## config.mk

```make
export PLATFORM = sky130hd
export DESIGN_NAME = fetch_unit
export DESIGN_NICKNAME = d
export VERILOG_FILES = /design/src/rtl/fetch_unit.sv
export SDC_FILE = /design/constraint.sdc
export NUM_CORES = 1
export LEC_CHECK = 0
export CAP_MARGIN = 20
export CORE_MARGIN = 4
export CORE_UTILIZATION = 32
export CTS_BUF_LIST = sky130_fd_sc_hd__clkbuf_8
export CTS_CLUSTER_DIAMETER = 200
export DETAILED_ROUTE_END_ITERATION = 6
export REMOVE_ABC_BUFFERS = 1
export SETUP_SLACK_MARGIN = 0.5
export SLEW_MARGIN = 20
export SYNTH_ARGS = -nofsm -noshare
export SYNTH_HDL_FRONTEND = slang
export SYNTH_SLANG_ARGS = --single-unit
```

## constraint.sdc

```tcl
create_clock -name clk -period 8.28 [get_ports clk]
set_clock_uncertainty 0.15 [all_clocks]
set_input_delay 0.828 -clock clk [delete_from_list [all_inputs] [get_ports clk]]
set_output_delay 0.828 -clock clk [all_outputs]
set_load 0.02 [all_outputs]
```

## src/rtl/fetch_unit.sv

```systemverilog
// fetch_unit: PC, request issue, in-flight PC queue and instruction FIFO feeding decode.
module fetch_unit #(
    parameter logic [31:0] RESET_PC = 32'hBFC0_0000,
    parameter int          DEPTH    = 4
) (
    input  logic        clk,
    input  logic        rst_n,
    output logic        imem_req_valid,
    input  logic        imem_req_ready,
    output logic [31:0] imem_req_addr,
    input  logic        imem_rsp_valid,
    input  logic [31:0] imem_rsp_data,
    input  logic        redirect,
    input  logic [31:0] redirect_target,
    output logic        instr_valid,
    input  logic        instr_ready,
    output logic [31:0] instr,
    output logic [31:0] instr_pc,
    output logic [6:0]  op,
    output logic [2:0]  funct3,
    output logic        funct7_5
);
    localparam int AW = $clog2(DEPTH);
    localparam int CW = AW + 1;
    localparam logic [CW:0] FULL = (CW+1)'(DEPTH);
    localparam logic [31:0] NOP = 32'h0000_0013;
    logic [31:0]   pc_q, pc_d;
    logic [31:0]   fpc_q [DEPTH];
    logic [31:0]   fpc_d [DEPTH];
    logic [31:0]   fword_q [DEPTH];
    logic [31:0]   fword_d [DEPTH];
    logic [31:0]   qpc_q [DEPTH];
    logic [31:0]   qpc_d [DEPTH];
    logic [AW-1:0] frd_q, frd_d, fwr_q, fwr_d, qrd_q, qrd_d, qwr_q, qwr_d;
    logic [CW-1:0] fcnt_q, fcnt_d, infl_q, infl_d, kill_q, kill_d;
    logic          req_fire, rsp_fire, push, pop;
    assign imem_req_valid = rst_n && !redirect && ({1'b0, fcnt_q} + {1'b0, infl_q} < FULL);
    assign imem_req_addr  = pc_q;
    assign instr_valid    = fcnt_q != '0;
    assign instr          = instr_valid ? fword_q[frd_q] : NOP;
    assign instr_pc       = instr_valid ? fpc_q[frd_q] : 32'h0;
    assign op             = instr[6:0];
    assign funct3         = instr[14:12];
    assign funct7_5       = instr[30];
    always_comb begin
        req_fire = imem_req_valid && imem_req_ready;
        rsp_fire = imem_rsp_valid && infl_q != '0;
        push     = rsp_fire && kill_q == '0 && !redirect;
        pop      = instr_valid && instr_ready;
        pc_d     = redirect ? (redirect_target & ~32'h3) : req_fire ? pc_q + 32'd4 : pc_q;
        qpc_d    = qpc_q;
        if (req_fire) qpc_d[qwr_q] = pc_q;
        qwr_d    = qwr_q + AW'(req_fire);
        // killed responses still retire their queued issue PC to keep order
        qrd_d    = qrd_q + AW'(rsp_fire);
        infl_d   = infl_q + CW'(req_fire) - CW'(rsp_fire);
        kill_d   = redirect ? infl_d : kill_q - CW'(rsp_fire && kill_q != '0);
        fpc_d    = fpc_q;
        fword_d  = fword_q;
        if (push) begin
            fpc_d[fwr_q]   = qpc_q[qrd_q];
            fword_d[fwr_q] = imem_rsp_data;
        end
        fwr_d    = redirect ? '0 : fwr_q + AW'(push);
        frd_d    = redirect ? '0 : frd_q + AW'(pop);
        fcnt_d   = redirect ? '0 : fcnt_q + CW'(push) - CW'(pop);
    end
    always_ff @(posedge clk or negedge rst_n) begin
        if (!rst_n) begin
            pc_q   <= RESET_PC;
            frd_q  <= '0;
            fwr_q  <= '0;
            qrd_q  <= '0;
            qwr_q  <= '0;
            fcnt_q <= '0;
            infl_q <= '0;
            kill_q <= '0;
        end else begin
            pc_q   <= pc_d;
            frd_q  <= frd_d;
            fwr_q  <= fwr_d;
            qrd_q  <= qrd_d;
            qwr_q  <= qwr_d;
            fcnt_q <= fcnt_d;
            infl_q <= infl_d;
            kill_q <= kill_d;
        end
    end
    always_ff @(posedge clk) begin
        fpc_q   <= fpc_d;
        fword_q <= fword_d;
        qpc_q   <= qpc_d;
    end
endmodule

```

==> results of run 1 <==
-- through the flow --
stage	hold WS, ns	util
after floorplan	0.346	-
after global placement	0.392	0.374
after detailed placement	0.404	0.374
after CTS	0.133	0.400
after global routing	0.183	0.401
final	0.176	0.401
-- layer usage --
layer / routed length, µm / vias up / GRT usage
met5: 0 / - / 0
met4: 816 / 0 / 0.0480
met3: 2400 / 63 / 0.0364
met2: 17900 / 286 / 0.220
met1: 16200 / 4549 / 0.174
li1: - / 3881 / -
-- power groups by stage --
stage                     sequential [mW]  combinational [mW]  clock, mW
after global placement               2.77                1.70          0
after CTS                            2.74                1.73       1.77
final                                2.73                1.68       1.71
after detailed placement             2.78                1.72          0
after global routing                 2.76                1.82       1.87
after floorplan                      2.76               0.968          0
-- cells by family (layout without fill, tap and decap cells) --
| family | after synthesis | count (layout) | share of synthesized area |
|---|---|---|---|
| other cells | 1 | 4 | 0.000227 |
| xor+xnor | 9 | 9 | 0.00478 |
| flops | 415 | 415 | 0.742 |
| compound gates | 57 | 57 | 0.0238 |
| fa+ha+maj | 15 | 15 | 0.0123 |
| mux | 94 | 94 | 0.127 |
| simple gates | 207 | 207 | 0.0692 |
| buf+inv | 69 | 329 | 0.0206 |
-- cell type report --
type | count | share of cell area
repair buffers | 186 | 0.0903
clock buffers | 79 | 0.0536
clock inverters | 47 | 0.0115
well taps | 672 | 0.0415
flip-flops and latches | 415 | 0.604
inverters | 17 | 0.00321
multi-input cells | 386 | 0.196
-- worst max-delay path, cell delays in order (launching register included) --
cell	delay [ns]
dfrtp_4	0.91
buf_4	0.67
mux4_2	0.57
or2_2	0.32
clkdlybuf4s50_1	0.55
-- registers in the layout, indices dropped and copies added, names as in the netlist --
| name | cells |
|---|---|
| fcnt_q | 3 |
| fpc_q | 120 |
| qrd_q | 2 |
| frd_q | 2 |
| fwr_q | 2 |
| qwr_q | 2 |
| qpc_q | 120 |
| imem_req_addr | 30 |
| fword_q | 128 |
| infl_q | 3 |
| kill_q | 3 |
-- placed cells by master (no fill, tap or decap), types with 11 or more instances in the layout --
master | Yosys | layout
clkbuf_8 | 0 | 79
dfrtp_1 | 38 | 34
nand3_1 | 21 | 21
clkdlybuf4s50_1 | 0 | 170
nand4_1 | 11 | 11
nand2_1 | 47 | 47
ha_1 | 13 | 13
nor2_1 | 26 | 22
nor2b_1 | 64 | 64
buf_4 | 16 | 13
o21ai_0 | 18 | 18
inv_1 | 16 | 46
edfxtp_1 | 368 | 368
mux4_2 | 92 | 92
-- worst paths after layout --
check	start	to	depth (start not counted)
hold reg to reg	qwr_q[1]	qwr_q[1]	1
max in group asynchronous	rst_n	frd_q[1]	2
setup reg to reg	fcnt_q[2]	qpc_q[51]	7
setup / recovery	frd_q[0]	op[4]	4
min in group clk	qwr_q[1]	qwr_q[1]	1
hold / removal	rst_n	imem_req_addr[21]	2
==> results.py, run 1 <==
metrics = {
    "worst_setup_path": {
        "startpoint_type": "register",
        "required_ns": 7.30,
        "crit_arrival_ns": 3.66,
        "regToRegSetupSlack_ns": 4.83,
        "cp_max_fo": 33,
        "end_kind": "primary output",
        "critical_path_class": "register to primary output",
    },
    "clock_network": {
        "numCtsBuffers": 73,
        "clk_pin_slew_worst_paths_ns": 0.06,
        "cts_tree": "done",
        "clk_path_buf_depth": 3,
        "holdBufCountCts": 0,
        "cts_root_buf": "clkbuf_8",
        "ctsResizeCount": 0,
        "cts.sinks": 415,
        "post_cts_buffers": 0,
        "htreeDepth": 3,
        "clk_latency_ns": 0.62,
    },
    "finish": {
        "multiInputGateArea_um2": 3960,
        "fin_cells": 1802,
        "drive_gt1_frac": 0.206,
        "seq_area_um2": 12200,
        "final_area_um2": 20300,
        "area_growth_pct": 22.9,
        "fin_nets": 1164,
        "antenna_cells": 0,
        "nFillCells": 4583,
    },
    "global_routing": {
        "antenna_found_initial": 0,
        "grt-ovfl-total": 0,
        "track_usage": 0.135,
        "grt_pass1_vias": 9451,
        "grt_max_degree": 65,
        "grt_pass1_wl_mm": 57.1,
    },
    "yosys": {
        "synth_area_leader_cell": "edfxtp_1",
        "synth_area_leaders": "edfxtp_1 (67%), mux4_2 (13%), dfrtp_1 (5.8%)",
        "yosys_warnings": 0,
        "yosysSeqAreaShare": 0.742,
        "synth_seq_cells": 415,
        "synth_commonest_cells": "edfxtp_1 (368), mux4_2 (92), nor2b_1 (64), nand2_1 (47), dfrtp_1 (38)",
        "synth_top_area_frac": 0.670,
        "syn_inst": 867,
        "ys_types": 48,
        "synth_most_common_cell": "edfxtp_1",
        "synthesis.area_um2": 16500,
        "synth_edf_count": 368,
        "ys.flop_type": "edfxtp_1",
        "async_flop_share": 0.113,
        "syn_avg_cell_area_um2": 19.0,
    },
    "worst_hold_path": {
        "hold_class": "input pin to asynchronous set/reset pin",
    },
    "detailed_routing": {
        "drt-initial-drc-count": 645,
        "wl_mm": 37.4,
        "avgRoutedWirePerCell_um": 20.8,
        "vias": 8779,
        "drc": 0,
        "dr.pass1.iters": 6,
        "vias_per_cell": 4.87,
        "antenna_left": 0,
    },
    "power": {
        "ir_drop_mv": 0.151,
        "total_power_mw": 6.12,
        "switching_power_mw": 1.87,
        "leakage_nw": 6.67,
        "switching_share": 0.305,
        "pwr-share-comb": 0.275,
        "seqPwrFrac": 0.446,
        "clockPowerShare": 0.279,
        "internal_power_mw": 4.25,
        "cellPowerDensity_nw_per_um2": 302,
    },
    "sta": {
        "min_period_ns": 4.63,
        "setup_tns_ns": 0,
        "slew_headroom": 0.286,
        "final.period_utilization": 0.560,
        "fmaxAchievable_mhz": 216,
        "grt_setup_unrepaired": "false",
        "setup_viol": 0,
        "timing_hold_violations_final": 0,
        "slew_viol_final": 0,
        "layout_setup_ws_ns": 3.65,
        "tightestPinTransition_ns": 1.07,
    },
    "floorplanning": {
        "fp.dieArea_um2": 55200,
        "io-pin-count": 179,
        "chipWidth_um": 235,
        "die_h_um": 235,
        "start_util": 0.326,
        "core_um2": 50600,
        "rows": 82,
    },
    "placement": {
        "dp_hpwl_mm": 21.9,
        "dp_slack_ns": 3.93,
        "finalWeightedCongestion": 0.776,
        "numPortBuffers": 172,
        "dpl-instance-area_um2": 18900,
        "dp.cells": 1675,
    },
    "flow_run": {
        "max-cap-violations": 0,
    },
    "status": {
        "status": "finished clean",
    },
}
No activity file was read; power rests on OpenSTA's default activity.
==> inputs of run 2 (changes only) <==
Clock period 8.28 ns to 4.3 ns, I/O delays scaled along.
==> results.py, run 2 (synthesis gave the netlist of run 1 again) <==
metrics = {
    "placement": {
        "numPortBuffers": 172,
        "dpl-instance-area_um2": 19100,
        "dp_hpwl_mm": 22.9,
        "dp_slack_ns": 1.03,
        "finalWeightedCongestion": 0.754,
    },
    "finish": {
        "antenna_cells": 0,
        "final_area_um2": 20500,
        "mostFrequentLayoutCells": "edfxtp_1 (368), clkdlybuf4s50_1 (170), mux4_2 (92), clkbuf_8 (73), nor2b_1 (64)",
        "area_growth_pct": 24.0,
        "mostFrequentLayoutCell": "edfxtp_1",
        "seq_area_um2": 12200,
        "nFillCells": 4583,
        "multiInputGateArea_um2": 3960,
        "fin_nets": 1173,
        "drive_gt1_frac": 0.213,
        "top_register": "fword_q",
        "final_core_util": 0.404,
        "top_regs": "fword_q x128, fpc_q x120, qpc_q x120",
        "largest_reg_flops": 128,
    },
    "clock_network": {
        "numCtsBuffers": 73,
        "cts.sinks": 415,
        "cts_root_buf": "clkbuf_8",
        "cts_tree": "done",
        "clk_path_buf_depth": 3,
        "clk_pin_slew_worst_paths_ns": 0.06,
        "clk_latency_ns": 0.63,
        "htreeDepth": 3,
        "post_cts_buffers": 0,
    },
    "worst_hold_path": {
        "min_from": "redirect_target[28]",
        "hold_class": "input pin to register",
        "hold_depth": 3,
        "min_to": "imem_req_addr[28]",
    },
    "flow_run": {
        "max-cap-violations": 0,
    },
    "sta": {
        "grt_setup_unrepaired": "false",
        "timing_hold_violations_final": 0,
        "min_period_ns": 3.56,
        "slew_viol_final": 0,
        "fmaxAchievable_mhz": 281,
        "setup_viol": 0,
        "whs_ns": 0.231,
        "layout_setup_ws_ns": 0.736,
        "tightestPinTransition_ns": 1.00,
        "slew_headroom": 0.328,
        "final.period_utilization": 0.829,
    },
    "detailed_routing": {
        "drt-initial-drc-count": 598,
        "wl_mm": 38.3,
        "vias_per_cell": 4.84,
        "antenna_left": 0,
        "dr.pass1.iters": 5,
        "drc": 0,
        "vias": 8795,
        "avgRoutedWirePerCell_um": 21.1,
    },
    "floorplanning": {
        "core_um2": 50600,
        "chipWidth_um": 235,
        "fp.dieArea_um2": 55200,
        "rows": 82,
        "io-pin-count": 179,
        "die_h_um": 235,
        "start_util": 0.326,
    },
    "global_routing": {
        "track_usage": 0.137,
        "grt_pass1_wl_mm": 57.9,
        "antenna_found_initial": 0,
        "grt-ovfl-total": 0,
        "grt_pass1_vias": 9381,
        "grt_max_degree": 63,
    },
    "worst_setup_path": {
        "critical_path_class": "register to primary output",
        "regToRegSetupSlack_ns": 1.12,
        "crit_arrival_ns": 2.98,
        "startpoint_type": "register",
        "crit_path_start": "frd_q[0]",
        "cp_max_fo": 29,
        "reg2reg_depth": 8,
        "required_ns": 3.72,
        "reg2reg_to": "imem_req_addr[14]",
        "end_kind": "primary output",
        "rr_startpoint": "fcnt_q[1]",
    },
    "status": {
        "status": "finished clean",
    },
    "power": {
        "leakage_nw": 6.76,
        "ir_drop_mv": 0.246,
        "total_power_mw": 11.9,
        "cellPowerDensity_nw_per_um2": 584,
    },
}
[run 2: worst max-delay path by stage]
stage                        end  slack (ns)  cells after the start
floorplan             fpc_q[100]       -1.78                      4
global placement    fword_q[121]        1.13                      6
detailed placement  fword_q[109]        1.03                      6
CTS                     instr[4]        0.62                      4
global route            instr[2]        0.53                      4
finish                  instr[4]        0.74                      4
[run 2: final cells by class]
| class | instances | area share |
|---|---|---|
| Multi-Input combinational cell | 386 | 0.194 |
| Tap cell | 672 | 0.0411 |
| Timing Repair Buffer | 195 | 0.0974 |
| Inverter | 17 | 0.00318 |
| Clock buffer | 73 | 0.0491 |
| Sequential cell | 415 | 0.599 |
| Clock inverter | 58 | 0.0166 |
[run 2: per-stage QoR]
stage          TNS, ns  std cells
6_report             0       1816
5_1_grt              0       1816
4_1_cts              0       1816
3_5_place_dp         0       1683
3_3_place_gp         0       1683
2_1_floorplan  -161.01        818
[run 2: critical path, cell delays in order, from the launching register on]
cell             delay [ns]
dfrtp_4                0.64
buf_12                 0.31
mux4_2                 0.54
or2_2                  0.30
clkdlybuf4s50_1        0.54
[run 2: where the power goes]
part           leakage [nW]  switching [mW]  internal [mW]
clock network         0.797            1.59           1.73
registers              3.87           0.398           4.82
logic                  2.09            1.71           1.70
[run 2: metal layers]
layer	vias up	share of wire	GRT usage
met5	-	0	0
met4	0	0.022	0.0433
met3	70	0.062	0.0392
met2	283	0.48	0.221
met1	4537	0.43	0.182
li1	3905	-	-
[run 2: what timing repair did]
item                                    in CTS  in global routing
resized for setup                            1                  0
endpoints found under the hold margin       39                  0
hold buffers                                 2                  0
endpoints found under the setup margin       2                  0
==> inputs of run 3 (changes only) <==
Clock period 4.3 ns to 3 ns, I/O delays scaled along.
==> results.py, run 3 (synthesis gave the netlist of run 1 again) <==
metrics = {
    "sta": {
        "min_period_ns": 2.83,
        "fmaxAchievable_mhz": 354,
        "grt_setup_unrepaired": "true",
        "setup_viol": 0,
        "slew_viol_final": 0,
        "layout_setup_ws_ns": 0.174,
        "tightestPinTransition_ns": 0.743,
        "setup_tns_ns": 0,
        "whs_ns": 0.110,
        "slew_headroom": 0.504,
        "timing_hold_violations_final": 0,
        "final.period_utilization": 0.942,
    },
    "worst_setup_path": {
        "cp.depth": 6,
        "cpMostUsedCell": "buf_4",
        "reg2reg_depth": 9,
        "regToRegSetupSlack_ns": 0.45,
        "cp_max_fo": 7,
        "reg2reg_to": "kill_q[2]",
        "crit_arrival_ns": 2.38,
        "required_ns": 2.55,
        "crit_end": "instr[3]",
        "slowest_stage": "dfrtp_4",
        "path_delay_family": "buffers and inverters",
        "path_buf_inv": 4,
        "rr_startpoint": "infl_q[1]",
        "startpoint_type": "register",
        "cpPeakStageDelay_ns": 0.54,
        "crit_path_start": "frd_q[0]",
        "critical_path_class": "register to primary output",
        "timing.critical_path.cells": "buf_4, clkbuf_16, buf_4, mux4_2, nor2b_1, clkbuf_2",
        "end_kind": "primary output",
    },
    "detailed_routing": {
        "vias_per_cell": 4.85,
        "drt-initial-drc-count": 559,
        "vias": 9015,
        "wl_mm": 39.5,
        "avgRoutedWirePerCell_um": 21.3,
        "antenna_left": 0,
        "dr.pass1.iters": 5,
        "drc": 0,
    },
    "global_routing": {
        "grt_pass1_wl_mm": 59.5,
        "grt-ovfl-total": 0,
        "grt_pass1_vias": 9636,
        "grt_max_degree": 64,
        "antenna_found_initial": 0,
        "track_usage": 0.141,
    },
    "finish": {
        "final_core_util": 0.416,
        "drive_gt1_frac": 0.315,
        "top_register": "fword_q",
        "area_growth_pct": 27.7,
        "antenna_cells": 0,
        "mostFrequentLayoutCell": "edfxtp_1",
        "top_regs": "fword_q x128, fpc_q x120, qpc_q x120",
        "fin_nets": 1220,
        "mostFrequentLayoutCells": "edfxtp_1 (368), clkdlybuf4s50_1 (93), mux4_2 (92), clkbuf_8 (75), buf_4 (50)",
        "largest_reg_flops": 128,
    },
    "clock_network": {
        "cts_root_buf": "clkbuf_8",
        "clk_latency_ns": 0.62,
        "htreeDepth": 3,
        "numCtsBuffers": 72,
        "cts.sinks": 415,
        "clk_path_buf_depth": 3,
        "cts_tree": "done",
        "clk_pin_slew_worst_paths_ns": 0.06,
    },
    "flow_run": {
        "max-cap-violations": 0,
    },
    "placement": {
        "dp_slack_ns": 0.310,
        "dp_hpwl_mm": 22.5,
        "finalWeightedCongestion": 0.801,
        "numPortBuffers": 172,
    },
    "floorplanning": {
        "io-pin-count": 179,
        "core_um2": 50600,
        "fp.dieArea_um2": 55200,
        "chipWidth_um": 235,
        "rows": 82,
        "start_util": 0.326,
        "die_h_um": 235,
    },
    "status": {
        "status": "finished clean",
    },
    "worst_hold_path": {
        "hold_class": "input pin to register",
    },
    "power": {
        "cellPowerDensity_nw_per_um2": 842,
        "total_power_mw": 17.7,
        "leakage_nw": 7.23,
        "ir_drop_mv": 0.356,
    },
}
## run 3: changes by cell type in the layout (fill, tap and decap cells not counted), moves of 10 or more
cell	previous run	this run
clkdlybuf4s50_1	170	93
buf_4	12	50
buf_6	1	23
dlygate4sd2_1	0	21
nor2b_1	64	46
buf_2	2	18
nor2b_4	0	13
clkinv_1	6	16
inv_1	47	37
## run 3: timing repair
item                       in CTS  in global routing
gates cloned                    3                  3
setup endpoints to repair      81                 83
hold endpoints to repair       46                  0
hold buffers                    2                  0
gates resized for setup       235                107
setup buffers                  14                 17
pin swaps                       6                  6
## run 3: how the worst min path moves through the flow
stage	start	endpoint	slack, ns	cells past startpoint
detailed placement	rst_n	imem_req_addr[15]	0.34	2
CTS	redirect_target[25]	imem_req_addr[25]	0.04	3
finish	redirect_target[25]	imem_req_addr[25]	0.11	3
global route	redirect_target[15]	imem_req_addr[15]	0.07	3
floorplan	rst_n	fcnt_q[0]	-0.15	0
global placement	rst_n	imem_req_addr[15]	0.34	2
## run 3: metal layers
layer,wire length (µm),GRT usage,vias to the layer above
met5,0,0,-
met4,773,0.0371,0
met3,2170,0.0361,63
met2,18900,0.224,296
met1,17700,0.193,4664
li1,-,-,3992
## run 3: stage by stage
stage | instance area, µm² | std cells
final | 21100 | 1858
after global routing | 21100 | 1858
after CTS | 20700 | 1838
after detailed placement | 19300 | 1694
after global placement | 19300 | 1694
after floorplan | 16200 | 818
## run 3: cell type report
| cell class | instances | area (µm²) |
|---|---|---|
| multi-input combinational | 386 | 4150 |
| inverter | 17 | 71.3 |
| tap | 672 | 841 |
| fill | 4554 | 29500 |
| timing repair buffer | 243 | 2460 |
| clock inverter | 50 | 253 |
| clock buffer | 75 | 1030 |
| sequential | 415 | 12300 |
## run 3: report_power, final
group,total (mW),switching [mW],internal [mW]
Sequential,7.31,0.398,6.91
Clock,4.64,2.23,2.41
Combinational,5.77,2.95,2.83
## run 3: worst min-delay path, cell delays in order
cell,delay (ns)
clkdlybuf4s50_1,0.41
nand2_1,0.08
nand3_1,0.07
